`config.mk`:
```
export PLATFORM = sky130hd
export DESIGN_NAME = down_counter_seq
export DESIGN_NICKNAME = d
export VERILOG_FILES = /design/src/rtl/down_counter_seq_pkg.sv /design/src/rtl/down_counter_seq_flipflop.sv /design/src/rtl/down_counter_seq.sv
export SDC_FILE = /design/constraint.sdc
export NUM_CORES = 1
export LEC_CHECK = 0
export ABC_AREA = 1
export BUFFER_PORTS_ARGS = -buffer_cell sky130_fd_sc_hd__clkbuf_2
export CORE_AREA = 2 2 39 41
export DETAILED_ROUTE_END_ITERATION = 10
export DIE_AREA = 0 0 41 43
export GPL_ROUTABILITY_DRIVEN = 0
export SLEW_MARGIN = 40
export SYNTH_ARGS = -nofsm -noshare
export SYNTH_HDL_FRONTEND = slang
export SYNTH_SLANG_ARGS = --single-unit
```
`constraint.sdc`:
```
create_clock -name clk -period 1.74 [get_ports clk]
set_input_delay 0.348 -clock clk [delete_from_list [all_inputs] [get_ports clk]]
set_output_delay 0.348 -clock clk [all_outputs]
set_load 0.01 [all_outputs]
```
`src/rtl/down_counter_seq_pkg.sv`:
```
// ============================================================================
// Module      : down_counter_seq_pkg
// Description : State encodings and default width for down_counter_seq.
// Revision    : 1.0 - initial release
// ============================================================================
`default_nettype none

package down_counter_seq_pkg;

    localparam int DEFAULT_WIDTH = 4;

    localparam logic [1:0] ST_IDLE   = 2'b00;
    localparam logic [1:0] ST_RUN    = 2'b01;
    localparam logic [1:0] ST_FINISH = 2'b10;

endpackage : down_counter_seq_pkg

`default_nettype wire

```
`src/rtl/down_counter_seq_flipflop.sv`:
```
// ============================================================================
// Module      : down_counter_seq_flipflop
// Description : Single D flip-flop with asynchronous active-low clear.
// Revision    : 1.0 - initial release
// ============================================================================
`default_nettype none

module down_counter_seq_flipflop (
    input  logic clk,
    input  logic n_rst,
    input  logic d_i,
    output logic q_o
);

    always_ff @(posedge clk or negedge n_rst) begin
        if (!n_rst) begin
            q_o <= 1'b0;
        end else begin
            q_o <= d_i;
        end
    end

endmodule : down_counter_seq_flipflop

`default_nettype wire

```
`src/rtl/down_counter_seq.sv`:
```
// ============================================================================
// Module      : down_counter_seq
// Description : Loadable, stallable down-counter sequencer with done pulse.
// Revision    : 1.0 - initial release
// ============================================================================
`default_nettype none

module down_counter_seq
    import down_counter_seq_pkg::*;
#(
    parameter int WIDTH = DEFAULT_WIDTH
) (
    input  logic             clk,
    input  logic             n_rst,
    input  logic             start,
    input  logic [WIDTH-1:0] init_val,
    input  logic             step_en,
    input  logic             abort,
    output logic [WIDTH-1:0] count,
    output logic             busy,
    output logic             last,
    output logic             done
);

    logic [1:0]       state_q;
    logic [1:0]       state_d;
    logic [WIDTH-1:0] count_q;
    logic [WIDTH-1:0] count_d;
    logic             busy_q;
    logic             busy_d;
    logic             done_q;
    logic             done_d;

    logic [WIDTH:0]   w_borrow;
    logic [WIDTH-1:0] w_dec;
    logic             w_zero;
    logic             w_upper_zero;
    logic             w_is_one;
    logic             w_idle;
    logic             w_run;
    logic             w_finish;
    logic             w_accept;
    logic             w_final;
    logic             w_init_zero;
    logic             w_step;

    // Borrow chain: bit i toggles when all lower bits are zero; the chain
    // output doubles as the zero detect of the current count.
    assign w_borrow[0] = 1'b1;

    for (genvar gi = 0; gi < WIDTH; gi++) begin : g_borrow
        assign w_borrow[gi+1] = w_borrow[gi] & ~count_q[gi];
        assign w_dec[gi]      = count_q[gi] ^ w_borrow[gi];
    end

    assign w_zero       = w_borrow[WIDTH];
    assign w_upper_zero = ((count_q >> 1) == '0);
    assign w_is_one     = count_q[0] & w_upper_zero;

    assign w_idle      = (state_q == ST_IDLE);
    assign w_run       = (state_q == ST_RUN);
    assign w_finish    = (state_q == ST_FINISH);
    assign w_init_zero = (init_val == '0);

    // FINISH accepts a new job exactly like IDLE so back-to-back runs have no bubble.
    assign w_accept = start & ~abort & (w_idle | w_finish);
    assign w_step   = w_run & step_en & ~abort & ~w_zero;
    assign w_final  = w_step & w_is_one;

    assign state_d = abort    ? ST_IDLE :
                     w_accept ? (w_init_zero ? ST_FINISH : ST_RUN) :
                     w_run    ? (w_final ? ST_FINISH : ST_RUN) :
                                ST_IDLE;

    assign count_d = abort    ? '0 :
                     w_accept ? init_val :
                     w_step   ? w_dec :
                                count_q;

    assign busy_d = (state_d == ST_RUN);
    assign done_d = (state_d == ST_FINISH);

    for (genvar gs = 0; gs < 2; gs++) begin : g_state_ff
        down_counter_seq_flipflop u_ff (
            .clk   (clk),
            .n_rst (n_rst),
            .d_i   (state_d[gs]),
            .q_o   (state_q[gs])
        );
    end

    for (genvar gc = 0; gc < WIDTH; gc++) begin : g_count_ff
        down_counter_seq_flipflop u_ff (
            .clk   (clk),
            .n_rst (n_rst),
            .d_i   (count_d[gc]),
            .q_o   (count_q[gc])
        );
    end

    down_counter_seq_flipflop u_busy_ff (
        .clk   (clk),
        .n_rst (n_rst),
        .d_i   (busy_d),
        .q_o   (busy_q)
    );

    down_counter_seq_flipflop u_done_ff (
        .clk   (clk),
        .n_rst (n_rst),
        .d_i   (done_d),
        .q_o   (done_q)
    );

    assign count = count_q;
    assign busy  = busy_q;
    assign done  = done_q;
    assign last  = busy_q & w_is_one;

endmodule : down_counter_seq

`default_nettype wire

```
# After elaboration in Yosys (flattened, before gate mapping)

Cells that the tools add are included.

$add $sub $neg: 0
Multiply operators: 0
Div/mod/pow operators: 0
Magnitude comparators: 0
Equal/unequal tests: 4
Shifts and indexed selects: 0
Mux-type cells: 8
Bitwise logic cells: 21
Reduce and logical (&&, ||, !) cells: 4

Operators by type and width:

| kind               | count |
|---|---|
| $mux 4             | 3 |
| $and 1x1->1        | 11 |
| $mux 2             | 5 |
| $logic_not 4->1    | 2 |
| $not 1->1          | 6 |
| $eq 2x1->1 const B | 2 |
| $eq 2x2->1 const B | 2 |
| $reduce_bool 3->1  | 1 |
| $xor 1x1->1        | 3 |
| $logic_not 2->1    | 1 |
| $or 1x1->1         | 1 |

Register bits: 8
Latch bits: 0
Bits in writable memories: 0
Bits in read-only memories: 0
Output and inout bits: 7
Memories: 0

# Depth between registers and ports, before layout

Depth in word-level cells: 12
Depth in mapped cells: 11
Mapped depth without buffers: 10

# Cells and area by module

A second synthesis with hierarchy kept.

Cell total of the unflattened synthesis: 72
Area total of the unflattened synthesis: 515.5 µm²

Modules (own cells, without submodules):

| module                    | instances | cells an instance | area an instance (µm²) | seq. area each (µm²) |
|---|---|---|---|---|
| down_counter_seq          | 1         | 64                | 315.3                  | 0.0 |
| down_counter_seq_flipflop | 8         | 1                 | 25.0                   | 25.0 |

# Least setup slack after synthesis

Ideal clock, no wire load.

Path kind: register to register
Start point: register g_count_ff[0].u_ff.q_o
End point: register g_count_ff[2].u_ff.q_o
Setup time: 0.116 ns
Arrival time: 1.487 ns
Required time: 1.624 ns
Path slack: 0.137 ns
Stages on the path, launching flop included: 11
Period minus slack after synthesis: 1.603 ns
Cell sequence: dfrtp_1 -> inv_1 -> ha_1 -> ha_1 -> ha_1 -> inv_1 -> nand3_1 -> or2_1 -> buf_6 -> nand3_1 -> nand2_1

Longest elaborated chain between the ends: 7
Elaborated cells on any way between the ends: 11
Classes of those cells: mux: 3; bitwise: 7; reduce/logical: 1

RTL lines:

| item                               | line                            | text |
|---|---|---|
| from (decl)                        | down_counter_seq_flipflop.sv:12 | `output logic q_o` |
| from (signal assigned)             | down_counter_seq_flipflop.sv:19 | `q_o <= d_i;` |
| $not 1->1 (*)                      | down_counter_seq.sv:52          | `assign w_borrow[gi+1] = w_borrow[gi] & ~count_q[gi];` |
| $and 1x1->1 (*)                    | down_counter_seq.sv:52          |  |
| $and 1x1->1 (2 in series)          | down_counter_seq.sv:52          |  |
| $not 1->1                          | down_counter_seq.sv:67          | `assign w_step = w_run & step_en & ~abort & ~w_zero;` |
| $and 1x1->1                        | down_counter_seq.sv:67          |  |
| $reduce_bool 3->1 (no source line) | -                               |  |
| to (signal assigned)               | down_counter_seq_flipflop.sv:19 |  |
| to (decl)                          | down_counter_seq_flipflop.sv:12 |  |

Mark *: on every way between the ends. The rest lies on a longest branch, timed or not. The select of a mux whose other input is x is not followed.
A chain may end at the register's enable or synchronous reset.

# Final worst setup path

Start point: register g_count_ff[0].u_ff.q_o
End point: register g_count_ff[3].u_ff.q_o

Longest elaborated chain between the ends: 7
Elaborated cells on any way between the ends: 11
Classes of those cells: mux: 3; bitwise: 7; reduce/logical: 1

RTL lines:

| item                                               | line |
|---|---|
| $not 1->1 (*)                                      | down_counter_seq.sv:52 |
| $and 1x1->1 (*) (2 in series)                      | down_counter_seq.sv:52 |
| $xor 1x1->1 / $and 1x1->1 (equally long branches)  | down_counter_seq.sv:53, down_counter_seq.sv:52 |
| $mux 4 / $not 1->1 (equally long branches)         | down_counter_seq.sv:77, down_counter_seq.sv:67 |
| $mux 4 / $and 1x1->1 (equally long branches)       | down_counter_seq.sv:76, down_counter_seq.sv:67 |
| $mux 4 / $reduce_bool 3->1 (equally long branches) | - |
| to (signal assigned)                               | down_counter_seq_flipflop.sv:19 |
| to (decl)                                          | down_counter_seq_flipflop.sv:12 |

Marks and branches as above.

==> results.cfg <==
[run_status]
outcome = finished clean

[cts]
cts_buffer_depth = 2
insertion_delay_ns = 0.26
cts_tree = done
clkTransAtPathRegs_ns = 0.06
clock_sinks = 8
cts_buffers = 3
htreeDepth = 1
root_buffer = clkbuf_4
post_cts_buffers = 0

[die]
die_h_um = 43
dieArea_um2 = 1763
die_x_um = 41
initial_core_util = 0.3788
ios = 16
rows = 14
coreArea_um2 = 1384

[logic_synthesis]
yosysSeqAreaShare = 0.3819
yosys.area.top_type = dfrtp_1
ys_top_cells_by_count = nand2_1 (16), inv_1 (11), dfrtp_1 (8)
synth_fp_nets = 82
yosysMostFrequentCell = nand2_1
synth_cell_types = 17
synth_edf_count = 0
synthArstFlopShare = 1.000
ys_warn_count = 0
yosys-top-cells-area = dfrtp_1 (38%), nand2_1 (11%), inv_1 (7.9%), ha_1 (7.2%), nand3_1 (5.7%)
syn-cell-area_um2 = 524.3
syn_inst = 70
avgSynthCellArea_um2 = 7.489
dominantRegCellSynth = dfrtp_1
synth_top_area_share = 0.3819
yosys_register_bits = 8

[setup_path]
path_class = flop to flop
end_kind = flop
ff2ff_path_depth = 10
slowest_stage = dfrtp_1
critPathBufInv = 2
cp_top_family = simple AND/OR/NAND/NOR gates
critical-path-max-stage-delay_ns = 0.37
required_ns = 1.94
worstPathMaxFanout = 7
r2r_start = g_count_ff[0].u_ff.q_o$_DFFE_PN0P_
crit_chain = inv_2, ha_2, ha_1, ha_1, inv_1, nand3_2, or2_4, nand2_4, nand2_1, nand2_1
cp.arrival_ns = 1.84
r2r_end = g_count_ff[3].u_ff.q_o$_DFFE_PN0P_
r2r_setup_slack_ns = 0.1
startpoint_type = flop

[layout]
num_antenna_cells = 0
postLayoutCoreUtil = 0.4593
drive_gt1_frac = 0.3372
multi_input_area_um2 = 240.2
regArea_um2 = 200.2
instances_no_fill = 102
nets = 100
num-fill-cells = 150
area_growth_syn_to_layout_pct = 21.24

[detailed_routing]
drtAntennaViolNets = 0
wl_per_cell_um = 10.47
first_pass_iters = 4
avgViaCountPerCell = 4.725
detail_route.iter0.violations = 18
wirelength_mm = 1.068
num_vias = 482
drc = 0

[sta]
fin_crit_sh = 0.9428
final.min_clock_period_ns = 1.640
worst_pin_slew_ns = 0.2767
hold_slack_ns = 0.3921
maxSlewHeadroom = 0.8148
setup_viol = 0
rsz0062_at_grt = no
fin_skew_ns = 0.007018
fmax_mhz = 609.6
hold_violations = 0
drv_slew = 0
setup_tns_ns = 0

[place]
dp_hpwl_um = 842.2
portBuffers = 15
placedCellCount = 98

[global_route]
grt_max_degree = 11
grt_use_total = 0.1502
grt_pass1_vias = 451
grt.overflow.total = 0
grt_pass1_wl_mm = 1.759
antenna_found_initial = 0

[job]
max-cap-violations = 0

[power]
power_density_nw_per_um2 = 934.7
ir_drop_v = 0.0003450
p_total_uw = 594.1
p_leak_nw = 0.3605

[worst_hold_path]
hold_depth = 3
whs_endpoint = u_busy_ff.q_o$_DFF_PN0_
hp-class = input port to flop
hold_start = start
## logic make-up (layout without fill, tap and decap cells)
family	Yosys count	after routing	synth area share
AND/OR/NAND/NOR	31	31	0.2721
buffers and inverters	19	35	0.1790
AO/OA/AOI/OAI	9	9	0.09547
flip-flops	8	8	0.3819
adder cells (fa/ha/maj)	3	3	0.07161
## per-stage QoR
stage	cell area, um2	worst slack (ns)
floorplan	524.3	0.1369
global placement	593.1	0.05251
detailed placement	593.1	0.04297
CTS	625.6	0.01397
global route	635.6	0.02249
finish	635.6	0.09955
## tightest hold or removal path, cell delays in order
cell      delay, ns
clkbuf_2       0.10
nand2_1        0.08
a21oi_1        0.06
## power breakdown
group          switching, mW  total, mW  internal (mW)
Clock                 0.0650      0.144         0.0791
Combinational          0.123      0.219         0.0962
Sequential            0.0204      0.231          0.211
## placed cells by master, fill, tap and decap left out
master and n:
a21oi_1 2, buf_4 2, clkbuf_2 15, clkbuf_4 3, dfrtp_1 8, dlygate4sd3_1 1
ha_1 2, ha_2 1, inv_1 10, inv_2 4, nand2_1 16, nand2_4 1
nand3_1 5, nand3_2 2, nand4_1 1, nor2_1 5, o21ai_0 4, o21bai_1 1
o22ai_1 2, or2_4 1
## state kept, by name, summed over array words and instances, names as in the netlist
register and flops:
g_count_ff.u_ff.q_o 4, u_done_ff.q_o 1, u_busy_ff.q_o 1, g_state_ff.u_ff.q_o 2
## final cells by class
type                       count  share of cell area
timing repair buffer          18              0.1575
sequential                     8              0.3150
multi-input combinational     43              0.3780
inverter                      14             0.08268
tap                           16             0.03150
clock buffer                   3             0.03543
## worst max-delay path by stage
stage | cells past startpoint | startpoint | to
finish | 10 | g_count_ff[0].u_ff.q_o$_DFFE_PN0P_ | g_count_ff[3].u_ff.q_o$_DFFE_PN0P_
floorplan | 10 | g_count_ff[0].u_ff.q_o$_DFFE_PN0P_ | g_count_ff[2].u_ff.q_o$_DFFE_PN0P_
global route | 10 | g_count_ff[0].u_ff.q_o$_DFFE_PN0P_ | g_count_ff[3].u_ff.q_o$_DFFE_PN0P_
CTS | 10 | g_count_ff[0].u_ff.q_o$_DFFE_PN0P_ | g_count_ff[3].u_ff.q_o$_DFFE_PN0P_
global placement | 10 | g_count_ff[0].u_ff.q_o$_DFFE_PN0P_ | g_count_ff[3].u_ff.q_o$_DFFE_PN0P_
detailed placement | 10 | g_count_ff[0].u_ff.q_o$_DFFE_PN0P_ | g_count_ff[3].u_ff.q_o$_DFFE_PN0P_
## per-layer routing
metal	vias up	wire length (um)	track usage
li1	249	-	-
met1	208	506	0.1987
met2	20	465	0.1969
met3	5	67	0.05236
met4	0	28	0.1000
met5	-	0	0
## timing repair
action / in CTS / in global routing
hold endpoints to repair: 8 / 0
resized for setup: 0 / 4
hold buffers: 1 / 0
setup endpoints to repair: 0 / 6
(Power assumes the default switching activity.)
